`src/rtl/sw_cfg_sched_if.sv`:
```
// Configuration handoff bundle between the switch scheduler and the display
// pipeline: the scheduler offers CFG_DATA with CFG_REQ and the consumer
// answers with CFG_ACK.
interface sw_cfg_sched_if;
    logic       CFG_REQ;
    logic [7:0] CFG_DATA;
    logic       CFG_ACK;

    modport master (
        output CFG_REQ,
        output CFG_DATA,
        input  CFG_ACK
    );

    modport slave (
        input  CFG_REQ,
        input  CFG_DATA,
        output CFG_ACK
    );
endinterface

```
`src/rtl/sw_cfg_sched.sv`:
```
// Switch-to-display configuration scheduler.
// Debounces the synchronized switch vector with one shared counter and
// flags each accepted change as pending. The pending update is released
// only at the start of vertical blanking, so mode/colour changes never tear
// mid-frame. It is offered to the display pipeline over a REQ/ACK handshake.
// Several changes within one frame coalesce into a single update carrying
// the latest value.
module sw_cfg_sched #(
    parameter int DEBOUNCE_CYCLES = 250000,
    parameter int CNT_W           = 18
) (
    input  logic                  CLK,
    input  logic                  aclr_i,
    input  logic [7:0]            SYNC,
    input  logic                  VBLANK,
    sw_cfg_sched_if.master        cfg,
    output logic [7:0]            STABLE,
    output logic                  CHANGED,
    output logic                  BUSY
);

    localparam logic [CNT_W-1:0] CNT_MAX = CNT_W'(DEBOUNCE_CYCLES - 1);

    typedef enum logic [1:0] {
        IDLE    = 2'd0,
        WAIT_VB = 2'd1,
        REQ     = 2'd2
    } state_t;

    logic [7:0]       cand;
    logic [CNT_W-1:0] cnt;
    logic             pending;
    logic             vb_d;
    logic             vb_rise;
    logic             accept;
    logic             capture;
    logic [7:0]       cfg_data_q;
    state_t           state;
    state_t           state_nxt;

    // A candidate is accepted once it has been held for the full debounce
    // window and actually differs from the current debounced value; a value
    // that drifts back to STABLE before acceptance is silently dropped here.
    assign accept  = (SYNC == cand) && (cnt == CNT_MAX) && (cand != STABLE);
    assign vb_rise = VBLANK & ~vb_d;

    // Shared debounce counter: any difference in any bit restarts the window.
    always_ff @(posedge CLK or posedge aclr_i) begin
        if (aclr_i) begin
            cand    <= '0;
            cnt     <= '0;
            STABLE  <= '0;
            CHANGED <= 1'b0;
        end else begin
            CHANGED <= 1'b0;
            if (SYNC != cand) begin
                cand <= SYNC;
                cnt  <= '0;
            end else if (cnt < CNT_MAX) begin
                cnt <= cnt + 1'b1;
            end else if (accept) begin
                STABLE  <= cand;
                CHANGED <= 1'b1;
            end
        end
    end

    // Pending update flag; a new acceptance in the capture cycle wins so the
    // newer value is still delivered on the following frame.
    always_ff @(posedge CLK or posedge aclr_i) begin
        if (aclr_i) begin
            pending <= 1'b0;
        end else if (accept) begin
            pending <= 1'b1;
        end else if (capture) begin
            pending <= 1'b0;
        end
    end

    // Delayed VBLANK for rising-edge detection of the blanking interval.
    always_ff @(posedge CLK or posedge aclr_i) begin
        if (aclr_i) begin
            vb_d <= 1'b0;
        end else begin
            vb_d <= VBLANK;
        end
    end

    // FSM state register.
    always_ff @(posedge CLK or posedge aclr_i) begin
        if (aclr_i) begin
            state <= IDLE;
        end else begin
            state <= state_nxt;
        end
    end

    // FSM next-state: wait for a pending update, release it on the next
    // blanking rise, then hold the offer until the consumer acknowledges.
    always_comb begin
        state_nxt = state;
        capture   = 1'b0;
        unique case (state)
            IDLE: begin
                if (pending) begin
                    state_nxt = WAIT_VB;
                end
            end
            WAIT_VB: begin
                if (vb_rise) begin
                    capture   = 1'b1;
                    state_nxt = REQ;
                end
            end
            REQ: begin
                if (cfg.CFG_ACK) begin
                    state_nxt = IDLE;
                end
            end
            default: begin
                state_nxt = IDLE;
            end
        endcase
    end

    // Hold register for the offered word; it keeps the last delivered value
    // after the handshake completes.
    always_ff @(posedge CLK or posedge aclr_i) begin
        if (aclr_i) begin
            cfg_data_q <= '0;
        end else if (capture) begin
            cfg_data_q <= STABLE;
        end
    end

    assign cfg.CFG_REQ  = (state == REQ);
    assign cfg.CFG_DATA = cfg_data_q;
    assign BUSY         = (state != IDLE) | pending;

endmodule

```
`src/flat_wrapper.sv`:
```
// flat-port wrapper written by rule: the top's interface ports become plain ports
module sw_cfg_sched_flat 
#(
    parameter int DEBOUNCE_CYCLES = 250000,
    parameter int CNT_W           = 18
)
  (CLK, aclr_i, SYNC, VBLANK, STABLE, CHANGED, BUSY, cfg_CFG_REQ, cfg_CFG_DATA, cfg_CFG_ACK);
  sw_cfg_sched_if cfg_i ();
  input  logic CLK;
  input  logic aclr_i;
  input  logic [7:0] SYNC;
  input  logic VBLANK;
  output logic [7:0] STABLE;
  output logic CHANGED;
  output logic BUSY;
  output wire logic [$bits(cfg_i.CFG_REQ)-1:0] cfg_CFG_REQ;
  output wire logic [$bits(cfg_i.CFG_DATA)-1:0] cfg_CFG_DATA;
  input wire logic [$bits(cfg_i.CFG_ACK)-1:0] cfg_CFG_ACK;
  assign cfg_CFG_REQ = cfg_i.CFG_REQ;
  assign cfg_CFG_DATA = cfg_i.CFG_DATA;
  assign cfg_i.CFG_ACK = cfg_CFG_ACK;
  sw_cfg_sched #(.DEBOUNCE_CYCLES(DEBOUNCE_CYCLES), .CNT_W(CNT_W)) u_core (.CLK(CLK), .aclr_i(aclr_i), .SYNC(SYNC), .VBLANK(VBLANK), .cfg(cfg_i), .STABLE(STABLE), .CHANGED(CHANGED), .BUSY(BUSY));
endmodule
```
`config.mk`:
```
export PLATFORM = sky130hd
export DESIGN_NAME = sw_cfg_sched_flat
export DESIGN_NICKNAME = d
export VERILOG_FILES = /design/src/rtl/sw_cfg_sched_if.sv /design/src/rtl/sw_cfg_sched.sv /design/src/flat_wrapper.sv
export SDC_FILE = /design/constraint.sdc
export NUM_CORES = 1
export LEC_CHECK = 0
export BUFFER_PORTS_ARGS = -buffer_cell sky130_fd_sc_hd__buf_2
export CAP_MARGIN = 20
export CORE_ASPECT_RATIO = 1.1
export CORE_MARGIN = 5
export CORE_UTILIZATION = 55
export CTS_CLUSTER_SIZE = 20
export DETAILED_ROUTE_END_ITERATION = 8
export PLACE_DENSITY = 0.77
export SETUP_SLACK_MARGIN = 0.2
export SYNTH_ARGS = -nofsm -noshare
export SYNTH_HDL_FRONTEND = slang
export SYNTH_SLANG_ARGS = --single-unit
```
`constraint.sdc`:
```
create_clock -name CLK -period 5.64 [get_ports CLK]
set_input_delay 0.564 -clock CLK [delete_from_list [all_inputs] [get_ports CLK]]
set_output_delay 0.564 -clock CLK [all_outputs]
set_load 0.02 [all_outputs]
```
# After elaboration in Yosys (flattened, before gate mapping)
# Cells that the tools add are included.
[totals] regBits=47 latch_bits=0 ram_bits=0 mem_bits_ro=0 input_bits=12 mem_count=0
[classes] addsub=1 mul=0 n_div=0 n_lt_le_gt_ge=1 n_eq_ne=9 shifts=0 muxes=13 n_bitwise=5 reduce_logical=8
[op_table] op="18-bit two-way mux" n=2
[op_table] op="18-bit by 1-bit adder with 18-bit output, second input constant" n=1
[op_table] op="18-bit == test, second input constant" n=1
[op_table] op="18-bit < comparator, second input constant" n=1
[op_table] op="8-bit != test" n=2
[op_table] op="8-bit == test" n=1
[op_table] op="1-bit two-way mux" n=7
[op_table] op="2-bit two-way mux" n=3
[op_table] op="2-bit by 1-bit != test with 1-bit output, second input constant" n=3
[op_table] op="2-bit case mux with 3 select lines" n=1
[op_table] op="3-bit AND reduction" n=2
[op_table] op="2-bit nonzero test" n=3
[op_table] op="1-bit inverter" n=3
[op_table] op="2-bit by 1-bit == test with 1-bit output, second input constant" n=1
[op_table] op="2-bit == test, second input constant" n=1
[op_table] op="1-bit logical AND" n=2
[op_table] op="2-bit zero test" n=1
[op_table] op="1-bit AND" n=1
[op_table] op="1-bit bitwise OR" n=1

# Longest topological paths before layout
[logic_depth] depth_word=6 ltp_mapped=7 ltp_nobuf=6

# Least setup slack after synthesis
# Ideal clock, no wire load.
[synth_path] path_kind="reg-to-reg" start="register u_core.cnt[11]" end="register u_core.STABLE[0]" arrival_ps=1926 required_ps=5515 path_slack_ps=3589 path_stages_with_launch=6 n_path_buf=0 cell_sequence="dfrtp_1 or4_4 nor4_4 nand4_2 nor3_4 mux2_2"
[synth_via] elab_chain_len=4 elab_cells_between_ends=6
[synth_rtl] element="start, declared" line="sw_cfg_sched.sv:31" source="logic [CNT_W-1:0] cnt;"
[synth_rtl] element="start signal, assigned" line="sw_cfg_sched.sv:60" source="cnt <= cnt + 1'b1;"
[synth_rtl] element="branches (longest 3 deep; another with 18-bit < comparator)"
[synth_rtl] element="3-bit AND reduction (no line) (*)"
[synth_rtl] element="end signal, assigned" line="sw_cfg_sched.sv:62" source="STABLE <= cand;"
[synth_rtl] element="end, declared" line="sw_cfg_sched.sv:17" source="output logic [7:0] STABLE,"
# Mark *: on every way between the ends.
# A chain may end at the register's enable or synchronous reset.

# Worst setup path after layout
[layout_path] start="register u_core.cand[6]" end="register u_core.STABLE[0]"
[layout_via] elab_chain_len=4 elab_cells_between_ends=7
[layout_rtl] element="start, declared" line="sw_cfg_sched.sv:30" source="logic [7:0] cand;"
[layout_rtl] element="start signal, assigned" line="sw_cfg_sched.sv:50" source="cand <= '0;"
[layout_rtl] element="start signal, assigned" line="sw_cfg_sched.sv:57" source="cand <= SYNC;"
[layout_rtl] element="8-bit == test" line="sw_cfg_sched.sv:44" source="assign accept = (SYNC == cand) && (cnt == CNT_MAX) && (cand != STABLE);"
[layout_rtl] element="1-bit logical AND (2 in series)" line="sw_cfg_sched.sv:44"
[layout_rtl] element="3-bit AND reduction (no line) (*)"
# Every way passes the cells marked *; elsewhere a longest branch is shown, timed or not.

==> reports/metrics.yaml <==
status: "complete, no violations"
r2r_start: "u_core.cand[6]"
crit_start: "u_core.cand[6]"
avgRoutedWirePerCell_um: 15.1
die_h_um: 76.5
whs_ps: 103
leakage_nw: 1.21
cts_tree: "built"
antenna_cells: 0
avgSynthCellArea_um2: 11.4
syn-num-nets: 208
cts_buffer_depth: 2
hold_viol: 0
post_cts_resize_count: 0
cp.arrival_ps: 2700
port_buffers: 30
grt_pass1_wl_um: 7430
startpoint_type: "register"
regToRegSetupSlack_ps: 3120
grtUsageTotal_pct: 17.1
synth-seq-cells: 47
nets: 234
drv_cap: 0
synth_edf_count: 0
rsz0062_at_grt: "no"
fin_crit_sh_pct: 44.7
coreArea_um2: 3930
reg2reg_depth: 5
crit_buf_inv: 0
cp_slowest_cell: "nor3_4"
first_pass_iters: 4
initial_core_util_pct: 56.3
grt_overflow: 0
period_needed_ps: 2520
yosysSeqAreaShare_pct: 53.1
synthFlopType: "dfrtp_1"
ys.warnings.count: 0
finClkSkew_ps: 6.80
critPathTopFamily: "simple AND/OR/NAND/NOR gates"
clock_sinks: 47
critical_path_required_ps: 5820
place_hpwl_um: 2920
nFillCells: 322
drtIter0Drc: 42
setup_tns_ps: 0
htree_levels: 2
clk_pin_slew_ps: 80
antenna_found_initial: 0
worst_slack_ps: 3120
syn_area_um2: 2210
cts_setup_buffers: 0
pre_cts_slack_ps: 2870
synthArstFlopShare_pct: 100
hold_class: "in2async"
drive_gt1_share_pct: 28.5
grt_max_degree: 48
power_density_nw_per_um2: 247
cts_root_buffer: "clkbuf_8"
fin_cells: 273
path_max_fanout: 20
routed_wl_um: 4130
antenna_left: 0
tightest_slew_ps: 708
ctsHoldBuffers: 0
critPathKind: "reg2reg"
peakVddDrop_mv: 0.175
r2r-end: "u_core.STABLE[0]"
endpoint_kind: "register"
via_count: 1490
die-area_um2: 5390
place.gp.congestion: 0.777
grt_pass1_vias: 1501
fp.dieW_um: 70.5
syn2layout_area_growth_pct: 13.7
critical_path.max_stage_delay_ps: 560
dp.cells: 265
synthCells: 195
ys_types: 30
drv_slew: 0
clk_latency_ps: 300
rows: 24
ios: 31
fmax_mhz: 397
maxSlewHeadroom_pct: 52.7
setup_viol_count_final: 0
via_per_inst: 5.46
numCtsBuffers: 5
drc: 0
crit_chain: "xor2_1 > nor4_1 > nand2_1 > nor3_4 > mux2_2"
## cell usage after synthesis (5+ instances only)
master,number,area share [%]
clkbuf_1,12,2.0
and3_1,5,1.4
inv_1,5,0.85
dfrtp_1,47,53
mux2_2,16,8.1
nand2_1,9,1.5
nor2_1,22,3.7
xor2_1,24,9.5
xnor2_1,8,3.2
nand3_1,12,2.7
nand4_1,10,2.8
## worst max-delay path by stage
stage / cells after the start / end / slack (ps)
finish: 5 / u_core.STABLE[0] / 3120
global route: 5 / u_core.STABLE[0] / 2920
CTS: 5 / u_core.STABLE[1] / 3100
floorplan: 5 / u_core.STABLE[0] / 3590
detailed placement: 6 / u_core.STABLE[1] / 2870
global placement: 6 / u_core.STABLE[2] / 2970
## placed cells by master (no fill, tap or decap)
cell and n:
buf_4 1, nor2b_1 2, or4_4 1, nand4_2 1, o311ai_4 1, o31a_1 1, nor4_1 2, inv_1 4
and3_1 5, mux2_2 16, or3_1 1, bufinv_16 1, nand4_1 10, buf_12 1, nor4bb_2 1, a21o_1 2
buf_2 30, a311oi_1 1, xnor2_1 8, inv_2 1, nor3_4 1, nor3_1 2, a2111oi_2 1, dfrtp_1 47
clkinvlp_4 1, nor4b_1 1, xor2_1 24, nand3_1 12, nor4_4 1, a21oi_1 2, clkbuf_8 5, ha_1 1
and4_1 2, nor2_1 22, nand2_1 9
## worst register-to-register path: cells and delay by family, from the launching register on
| family | cells | cell delay [ps] |
|---|---|---|
| xor+xnor | 1 | 190 |
| mux | 1 | 390 |
| flops | 1 | 430 |
| simple gates | 3 | 1400 |
## cells by family after synthesis
kind of cell,share of synthesized area (%)
compound gates,3.79
xor+xnor,12.7
fa+ha+maj,0.565
buf+inv,3.22
flops,53.1
mux,8.14
simple gates,18.5
## area by class of cell
cell class / instances / area [µm²] / share of cell area [%]
multi-input combinational: 130 / 972 / 38.6
sequential: 47 / 1180 / 46.7
tap: 52 / 65.1 / 2.59
inverter: 5 / 18.8 / 0.746
clock buffer: 5 / 68.8 / 2.73
clock inverter: 2 / 37.5 / 1.49
timing repair buffer: 32 / 178 / 7.06
## report_power, final
group | switching [mW] | leakage, nW | internal [mW]
Clock | 0.107 | 0.0502 | 0.129
Sequential | 0.00636 | 0.636 | 0.342
Combinational | 0.0206 | 0.520 | 0.0157
Total | 0.134 | 1.21 | 0.487
## sequential cells by signal (all words and copies together), names as in the netlist
register	count
u_core.state	2
u_core.cnt	18
u_core.STABLE	8
u_core.pending	1
u_core.cand	8
u_core.CHANGED	1
u_core.vb_d	1
u_core.cfg.CFG_DATA	8
## metrics by stage
| stage | cell area, µm² | power [mW] | utilization [%] |
|---|---|---|---|
| floorplan | 2210 | 0.377 | - |
| global placement | 2390 | 0.389 | 60.8 |
| detailed placement | 2390 | 0.390 | 60.8 |
| CTS | 2500 | 0.626 | 63.5 |
| global route | 2520 | 0.652 | 64.0 |
| finish | 2520 | 0.621 | 64.0 |
## layer usage
metal	track usage (%)	up-vias	share of wire, %	wire (µm)
met4	5.17	0	1.3	53
li1	-	723	-	-
met3	4.09	7	4.3	176
met2	27.7	30	49	2040
met1	22.7	730	45	1860
met5	0	-	0	0
(Power assumes the default switching activity.)
